## src/rtl/en_link_pkg.sv

```systemverilog
// Shared framing definitions for the single-wire enable link.
// The transmitter and receiver both import this so their framing always matches.
package en_link_pkg;

  // Line levels for the start bit, the stop bit and the idle line
  localparam logic START_LVL = 1'b1;
  localparam logic STOP_LVL  = 1'b0;
  localparam logic IDLE_LVL  = 1'b0;

  // Default framing: clocks per line bit and payload bits per frame
  localparam int DEF_CLKS_PER_BIT = 4;
  localparam int DEF_DATA_BITS    = 2;

  // Receiver frame-tracking states
  typedef enum logic [1:0] {
    IDLE,
    START,
    DATA,
    STOP
  } rx_state_e;

endpackage

```

## src/rtl/en_pair_rx_if.sv

```systemverilog
// Valid/ack output bus of the enable-link receiver.
// The master drives the payload and valid; the slave returns ack.
interface en_pair_rx_if
  import en_link_pkg::*;
#(
  parameter int DATA_BITS = DEF_DATA_BITS
);

  logic [DATA_BITS-1:0] data_out;
  logic                 data_valid;
  logic                 data_ack;

  modport master (
    output data_out,
    output data_valid,
    input  data_ack
  );

  modport slave (
    input  data_out,
    input  data_valid,
    output data_ack
  );

endinterface

```

## src/rtl/en_sync2.sv

```systemverilog
// Two-flop synchronizer for a single asynchronous level.
// Used on the receive line here and reusable on the transmitter's ack path.
module en_sync2 (
  input  logic clk,
  input  logic rst,
  input  logic d,
  output logic q
);

  logic meta;

  // Two back-to-back flops give the first stage a full cycle to settle
  always_ff @(posedge clk) begin
    if (rst) begin
      meta <= 1'b0;
      q    <= 1'b0;
    end else begin
      meta <= d;
      q    <= meta;
    end
  end

endmodule

```

## src/rtl/en_pair_rx.sv

```systemverilog
// Receiver for the single-wire enable link.
// Recovers the framed per-channel enable bits from line_in and presents them
// as a parallel word with a valid/ack handshake.
module en_pair_rx
  import en_link_pkg::*;
#(
  parameter int CLKS_PER_BIT = DEF_CLKS_PER_BIT,
  parameter int DATA_BITS    = DEF_DATA_BITS
) (
  input  logic         clk,
  input  logic         rst,
  input  logic         ena,
  input  logic         line_in,
  en_pair_rx_if.master rx_bus,
  output logic         frame_err,
  output logic         overrun,
  output logic         busy
);

  localparam int CW = $clog2(CLKS_PER_BIT);
  localparam int IW = $clog2(DATA_BITS) + 1;

  // Half-bit reload centres every later sample in the middle of its bit
  localparam logic [CW-1:0] HALF_LOAD = CW'(CLKS_PER_BIT / 2 - 1);
  localparam logic [CW-1:0] FULL_LOAD = CW'(CLKS_PER_BIT - 1);
  localparam logic [IW-1:0] LAST_BIT  = IW'(DATA_BITS - 1);

  logic                 line_s;
  logic                 line_prev;
  rx_state_e            state;
  logic [CW-1:0]        cnt;
  logic [IW-1:0]        bit_idx;
  logic [DATA_BITS-1:0] shreg;
  logic                 frame_good;
  logic                 frame_bad;
  logic [DATA_BITS-1:0] data_q;
  logic                 valid_q;

  en_sync2 u_sync (
    .clk (clk),
    .rst (rst),
    .d   (line_in),
    .q   (line_s)
  );

  assign rx_bus.data_out   = data_q;
  assign rx_bus.data_valid = valid_q;

  // Frame FSM plus output registers; a finished frame is published one cycle after its stop sample
  always_ff @(posedge clk) begin
    if (rst) begin
      line_prev  <= 1'b0;
      state      <= IDLE;
      cnt        <= '0;
      bit_idx    <= '0;
      shreg      <= '0;
      frame_good <= 1'b0;
      frame_bad  <= 1'b0;
      data_q     <= '0;
      valid_q    <= 1'b0;
      frame_err  <= 1'b0;
      overrun    <= 1'b0;
      busy       <= 1'b0;
    end else begin
      line_prev <= line_s;
      if (!ena) begin
        state      <= IDLE;
        cnt        <= '0;
        bit_idx    <= '0;
        frame_good <= 1'b0;
        frame_bad  <= 1'b0;
        frame_err  <= 1'b0;
        busy       <= 1'b0;
      end else begin
        frame_good <= 1'b0;
        frame_bad  <= 1'b0;
        frame_err  <= frame_bad;

        if (frame_good) begin
          data_q  <= shreg;
          valid_q <= 1'b1;
          if (valid_q && !rx_bus.data_ack) begin
            overrun <= 1'b1;
          end
        end else if (valid_q && rx_bus.data_ack) begin
          valid_q <= 1'b0;
        end

        case (state)
          IDLE: begin
            if (line_prev == IDLE_LVL && line_s == START_LVL) begin
              state <= START;
              cnt   <= HALF_LOAD;
              busy  <= 1'b1;
            end
          end
          START: begin
            if (cnt != '0) begin
              cnt <= cnt - 1'b1;
            end else if (line_s == START_LVL) begin
              state   <= DATA;
              cnt     <= FULL_LOAD;
              bit_idx <= '0;
            end else begin
              state <= IDLE;
              busy  <= 1'b0;
            end
          end
          DATA: begin
            if (cnt != '0) begin
              cnt <= cnt - 1'b1;
            end else begin
              for (int i = 0; i < DATA_BITS; i++) begin
                if (bit_idx == IW'(i)) begin
                  shreg[i] <= line_s;
                end
              end
              cnt <= FULL_LOAD;
              if (bit_idx == LAST_BIT) begin
                state   <= STOP;
                bit_idx <= '0;
              end else begin
                bit_idx <= bit_idx + 1'b1;
              end
            end
          end
          STOP: begin
            if (cnt != '0) begin
              cnt <= cnt - 1'b1;
            end else begin
              state <= IDLE;
              busy  <= 1'b0;
              if (line_s == STOP_LVL) begin
                frame_good <= 1'b1;
              end else begin
                frame_bad <= 1'b1;
              end
            end
          end
          default: begin
            state <= IDLE;
            cnt   <= '0;
            busy  <= 1'b0;
          end
        endcase
      end
    end
  end

endmodule

```

## src/flat_wrapper.sv

```systemverilog
// flat-port wrapper written by rule: the top's interface ports become plain ports
module en_pair_rx_flat import en_link_pkg::*;
#(
  parameter int CLKS_PER_BIT = DEF_CLKS_PER_BIT,
  parameter int DATA_BITS    = DEF_DATA_BITS
)
  (clk, rst, ena, line_in, frame_err, overrun, busy, rx_bus_data_out, rx_bus_data_valid, rx_bus_data_ack);
  en_pair_rx_if #(.DATA_BITS(DATA_BITS)) rx_bus_i ();
  input  logic clk;
  input  logic rst;
  input  logic ena;
  input  logic line_in;
  output logic frame_err;
  output logic overrun;
  output logic busy;
  output wire logic [$bits(rx_bus_i.data_out)-1:0] rx_bus_data_out;
  output wire logic [$bits(rx_bus_i.data_valid)-1:0] rx_bus_data_valid;
  input wire logic [$bits(rx_bus_i.data_ack)-1:0] rx_bus_data_ack;
  assign rx_bus_data_out = rx_bus_i.data_out;
  assign rx_bus_data_valid = rx_bus_i.data_valid;
  assign rx_bus_i.data_ack = rx_bus_data_ack;
  en_pair_rx #(.CLKS_PER_BIT(CLKS_PER_BIT), .DATA_BITS(DATA_BITS)) u_core (.clk(clk), .rst(rst), .ena(ena), .line_in(line_in), .rx_bus(rx_bus_i), .frame_err(frame_err), .overrun(overrun), .busy(busy));
endmodule
```

## config.mk

```make
export PLATFORM = sky130hd
export DESIGN_NAME = en_pair_rx_flat
export DESIGN_NICKNAME = d
export VERILOG_FILES = /design/src/rtl/en_link_pkg.sv /design/src/rtl/en_pair_rx_if.sv /design/src/rtl/en_sync2.sv /design/src/rtl/en_pair_rx.sv /design/src/flat_wrapper.sv
export SDC_FILE = /design/constraint.sdc
export NUM_CORES = 1
export LEC_CHECK = 0
export BUFFER_PORTS_ARGS = -buffer_cell sky130_fd_sc_hd__clkbuf_2
export CAP_MARGIN = 40
export CORE_ASPECT_RATIO = 0.8
export CORE_MARGIN = 3
export CORE_UTILIZATION = 45
export CTS_BUF_LIST = sky130_fd_sc_hd__clkbuf_4
export DETAILED_ROUTE_END_ITERATION = 10
export GPL_ROUTABILITY_DRIVEN = 0
export PLACE_DENSITY = 0.64
export RECOVER_POWER = 100
export SETUP_SLACK_MARGIN = 0.3
export SLEW_MARGIN = 40
export SYNTH_ARGS = -nofsm -noshare
export SYNTH_HDL_FRONTEND = slang
export SYNTH_SLANG_ARGS = --single-unit
```

## constraint.sdc

```tcl
create_clock -name clk -period 2.8 [get_ports clk]
set_input_delay 0.56 -clock clk [delete_from_list [all_inputs] [get_ports clk]]
set_output_delay 0.56 -clock clk [all_outputs]
set_load 0.01 [all_outputs]
```

==> impl_metrics.json <==
{
  "status": "completed",
  "clkSinkCount": 19,
  "power_density_nw_per_um2": 454,
  "p_int_uw": 349,
  "cts_root_buf": "clkbuf_4",
  "ir_drop_uv": 491,
  "post_drt_wl_per_cell_um": 12.6,
  "drc_errors": 0,
  "first_iter_violations": 17,
  "fin_skew_ns": 0.00419,
  "num_vias": 723,
  "final-max-slew-violation-count": 0,
  "syn-num-nets": 116,
  "htreeDepth": 1,
  "holdBufCountCts": 0,
  "cts_tree": "built",
  "synth_compound_area_share_pct": 12.9,
  "hpwl_um": 1330,
  "synth_top_family_by_area": "simple AND/OR/NAND/NOR gates",
  "end_kind": "flip-flop",
  "grtUsageTotal_pct": 15.2,
  "relSlewSlack_pct": 68.2,
  "instances_no_fill": 137,
  "hold_ws_ns": 0.458,
  "io_buffer_count": 10,
  "critPathMaxFanout": 6,
  "synthAdderAreaFrac_pct": 10.9,
  "core_um2": 1770,
  "rsz0062_at_grt": "no",
  "yosysWarnings": 0,
  "min_path_type": "reg2reg",
  "synthMuxAreaShare_pct": 5.57,
  "grt_antenna_before_repair": 0,
  "clockBufferDepth": 2,
  "synthSimpleGateAreaFrac_pct": 24.5,
  "setup_tns_ns": 0,
  "clkPwrFrac_pct": 32.0,
  "grt_max_degree": 12,
  "die_y_um": 46.5,
  "ys_ff_latch": 19,
  "fp.dieW_um": 56.6,
  "hold_path_depth": 1,
  "final_net_count": 129,
  "grt_pass1_vias": 653,
  "avgSynthCellArea_um2": 8.94,
  "fin_crit_sh_pct": 65.1,
  "fp-row-count": 13,
  "period_minus_slack_ns": 1.82,
  "grt_pass1_wl_um": 3000,
  "switching_power_uw": 99.6,
  "die-area_um2": 2630,
  "switching_share_pct": 22.2,
  "post_drt_via_cell_ratio": 5.28,
  "wirelength_um": 1720,
  "hold_viol": 0,
  "critical_path_class": "reg2reg",
  "cts_buffers": 3,
  "crit_arrival_ns": 2.05,
  "clkLatencyLatePin_ns": 0.29,
  "firstDrtPassIters": 4,
  "critPathRequiredTime_ns": 3.03,
  "clk_pin_slew_ns": 0.10,
  "drv_cap": 0,
  "synth_xor_area_share_pct": 0,
  "layout-drive-gt1-share_pct": 7.83,
  "post-route-util_pct": 55.8,
  "syn-cell-area_um2": 921,
  "start_util_pct": 51.9,
  "postCtsSetupRepairBufs": 0,
  "worstSetupStartpointType": "flip-flop",
  "grt_overflow": 0,
  "seqPwrFrac_pct": 61.6,
  "p_total_uw": 449,
  "io_pins": 11,
  "antennaDiodeCount": 0,
  "comb_power_share_pct": 6.4,
  "setup_viol": 0,
  "ctsResizeCount": 0,
  "syn_inst": 103,
  "yosysUniqueCellTypes": 29,
  "dp_cells": 133,
  "areaGrowthSynthToFinish_pct": 7.34,
  "p_leak_uw": 0.000377,
  "ant_nets": 0,
  "reg2reg_depth": 6,
  "yosysSeqAreaShare_pct": 41.3,
  "timing.fmax_ghz": 0.548,
  "worst_pin_slew_ns": 0.477
}
## synth_stat cells
library cell,count,area [um^2]
a21oi_1,9,45.0
a21oi_2,1,8.76
a22oi_1,2,15.0
dfxtp_1,19,380
o211ai_2,1,12.5
buf_6,1,11.3
mux2i_1,4,40.0
mux2_2,1,11.3
or4_1,1,7.51
a221oi_1,1,8.76
nand4_1,1,6.26
nor4b_2,1,15.0
nor2b_1,3,18.8
ha_1,8,100
nand3_1,3,15.0
clkbuf_1,1,3.75
nand2_4,1,11.3
inv_1,8,30.0
nand2b_1,3,18.8
a31oi_1,1,6.26
nand2_1,15,56.3
nor3b_1,1,7.51
o21bai_1,1,7.51
o21ai_0,1,5.00
and4bb_2,1,12.5
nor2_1,8,30.0
nor3_1,4,20.0
and2_1,1,6.26
a41o_1,1,10.0
## placed cells by master (no fill, tap or decap), types with 2 or more instances in the layout
cell	synthesis	routed
nand3_1	3	3
nor2_1	8	8
nand2_1	15	15
inv_1	8	8
a22oi_1	2	2
clkbuf_1	1	8
nand2b_1	3	3
ha_1	8	8
nor2b_1	3	3
dfxtp_1	19	19
nor3_1	4	4
mux2i_1	4	4
clkbuf_4	0	4
a21oi_1	9	10
clkbuf_2	0	2
## registers in the layout, indices dropped and copies added (netlist names), named ones only
signal,count
u_core.cnt,2
u_core.shreg,2
u_core.bit_idx,2
u_core.u_sync.q,1
u_core.line_prev,1
u_core.busy,1
u_core.u_sync.meta,1
u_core.rx_bus.data_valid,1
u_core.frame_good,1
u_core.state,1
u_core.rx_bus.data_out,2
u_core.frame_err,1
u_core.overrun,1
u_core.frame_bad,1
## per-layer routing
layer  wire length, um  vias up  global-route usage [%]
li1                  -      376                       -
met1               908      336                    20.4
met2               734        9                    23.5
met3                68        2                    5.88
met4                10        0                    2.84
met5                 0        -                       0
## path summary, 6_finish.rpt
kind	from	slack, ns	to
max reg2reg	u_core.state[0]$_SDFFE_PP0P_	0.98	u_core.cnt[1]$_SDFFE_PP0P_
min reg2reg	u_core.u_sync.meta$_SDFF_PP0_	0.46	u_core.u_sync.q$_SDFF_PP0_
max	u_core.state[0]$_SDFFE_PP0P_	0.98	u_core.cnt[1]$_SDFFE_PP0P_
min	u_core.u_sync.meta$_SDFF_PP0_	0.46	u_core.u_sync.q$_SDFF_PP0_
## kinds of logic (layout without fill, tap and decap cells)
kind of cell             after synthesis  after routing
AND/OR/NAND/NOR                       43             43
buffers and inverters                 10             22
flip-flops                            19             19
multiplexers                           5              5
adder cells (fa/ha/maj)                8              8
AO/OA/AOI/OAI                         18             18
## cell type report
type                            count  area [um^2]
Timing Repair Buffer               10         40.0
Inverter                            8         30.0
Multi-Input combinational cell     74          480
Fill cell                         185          785
Clock buffer                        4         30.0
Sequential cell                    19          380
Tap cell                           22         27.5
## through the flow
step           instance area, um^2  worst slack, ns
2_1_floorplan                  921             1.19
3_3_place_gp                   983             1.09
3_5_place_dp                   983             1.03
4_1_cts                       1010            0.997
5_1_grt                        988            0.794
6_report                       988            0.976
## worst max-delay path, cell delays in order, from the launching register on
cell      delay [ns]
dfxtp_1         0.43
inv_1           0.12
ha_1            0.28
a21oi_1         0.14
o211ai_1        0.14
or4_1           0.50
a21oi_1         0.14
## power by group through the flow
stage                     Combinational (uW)  Sequential (uW)  Clock, uW
after floorplan                         22.8              281          0
after global placement                  29.8              283          0
after detailed placement                30.0              283          0
after CTS                               30.1              277        152
after global routing                    32.4              277        164
final                                   28.6              276        144
Power figures use the tool's default switching activity.
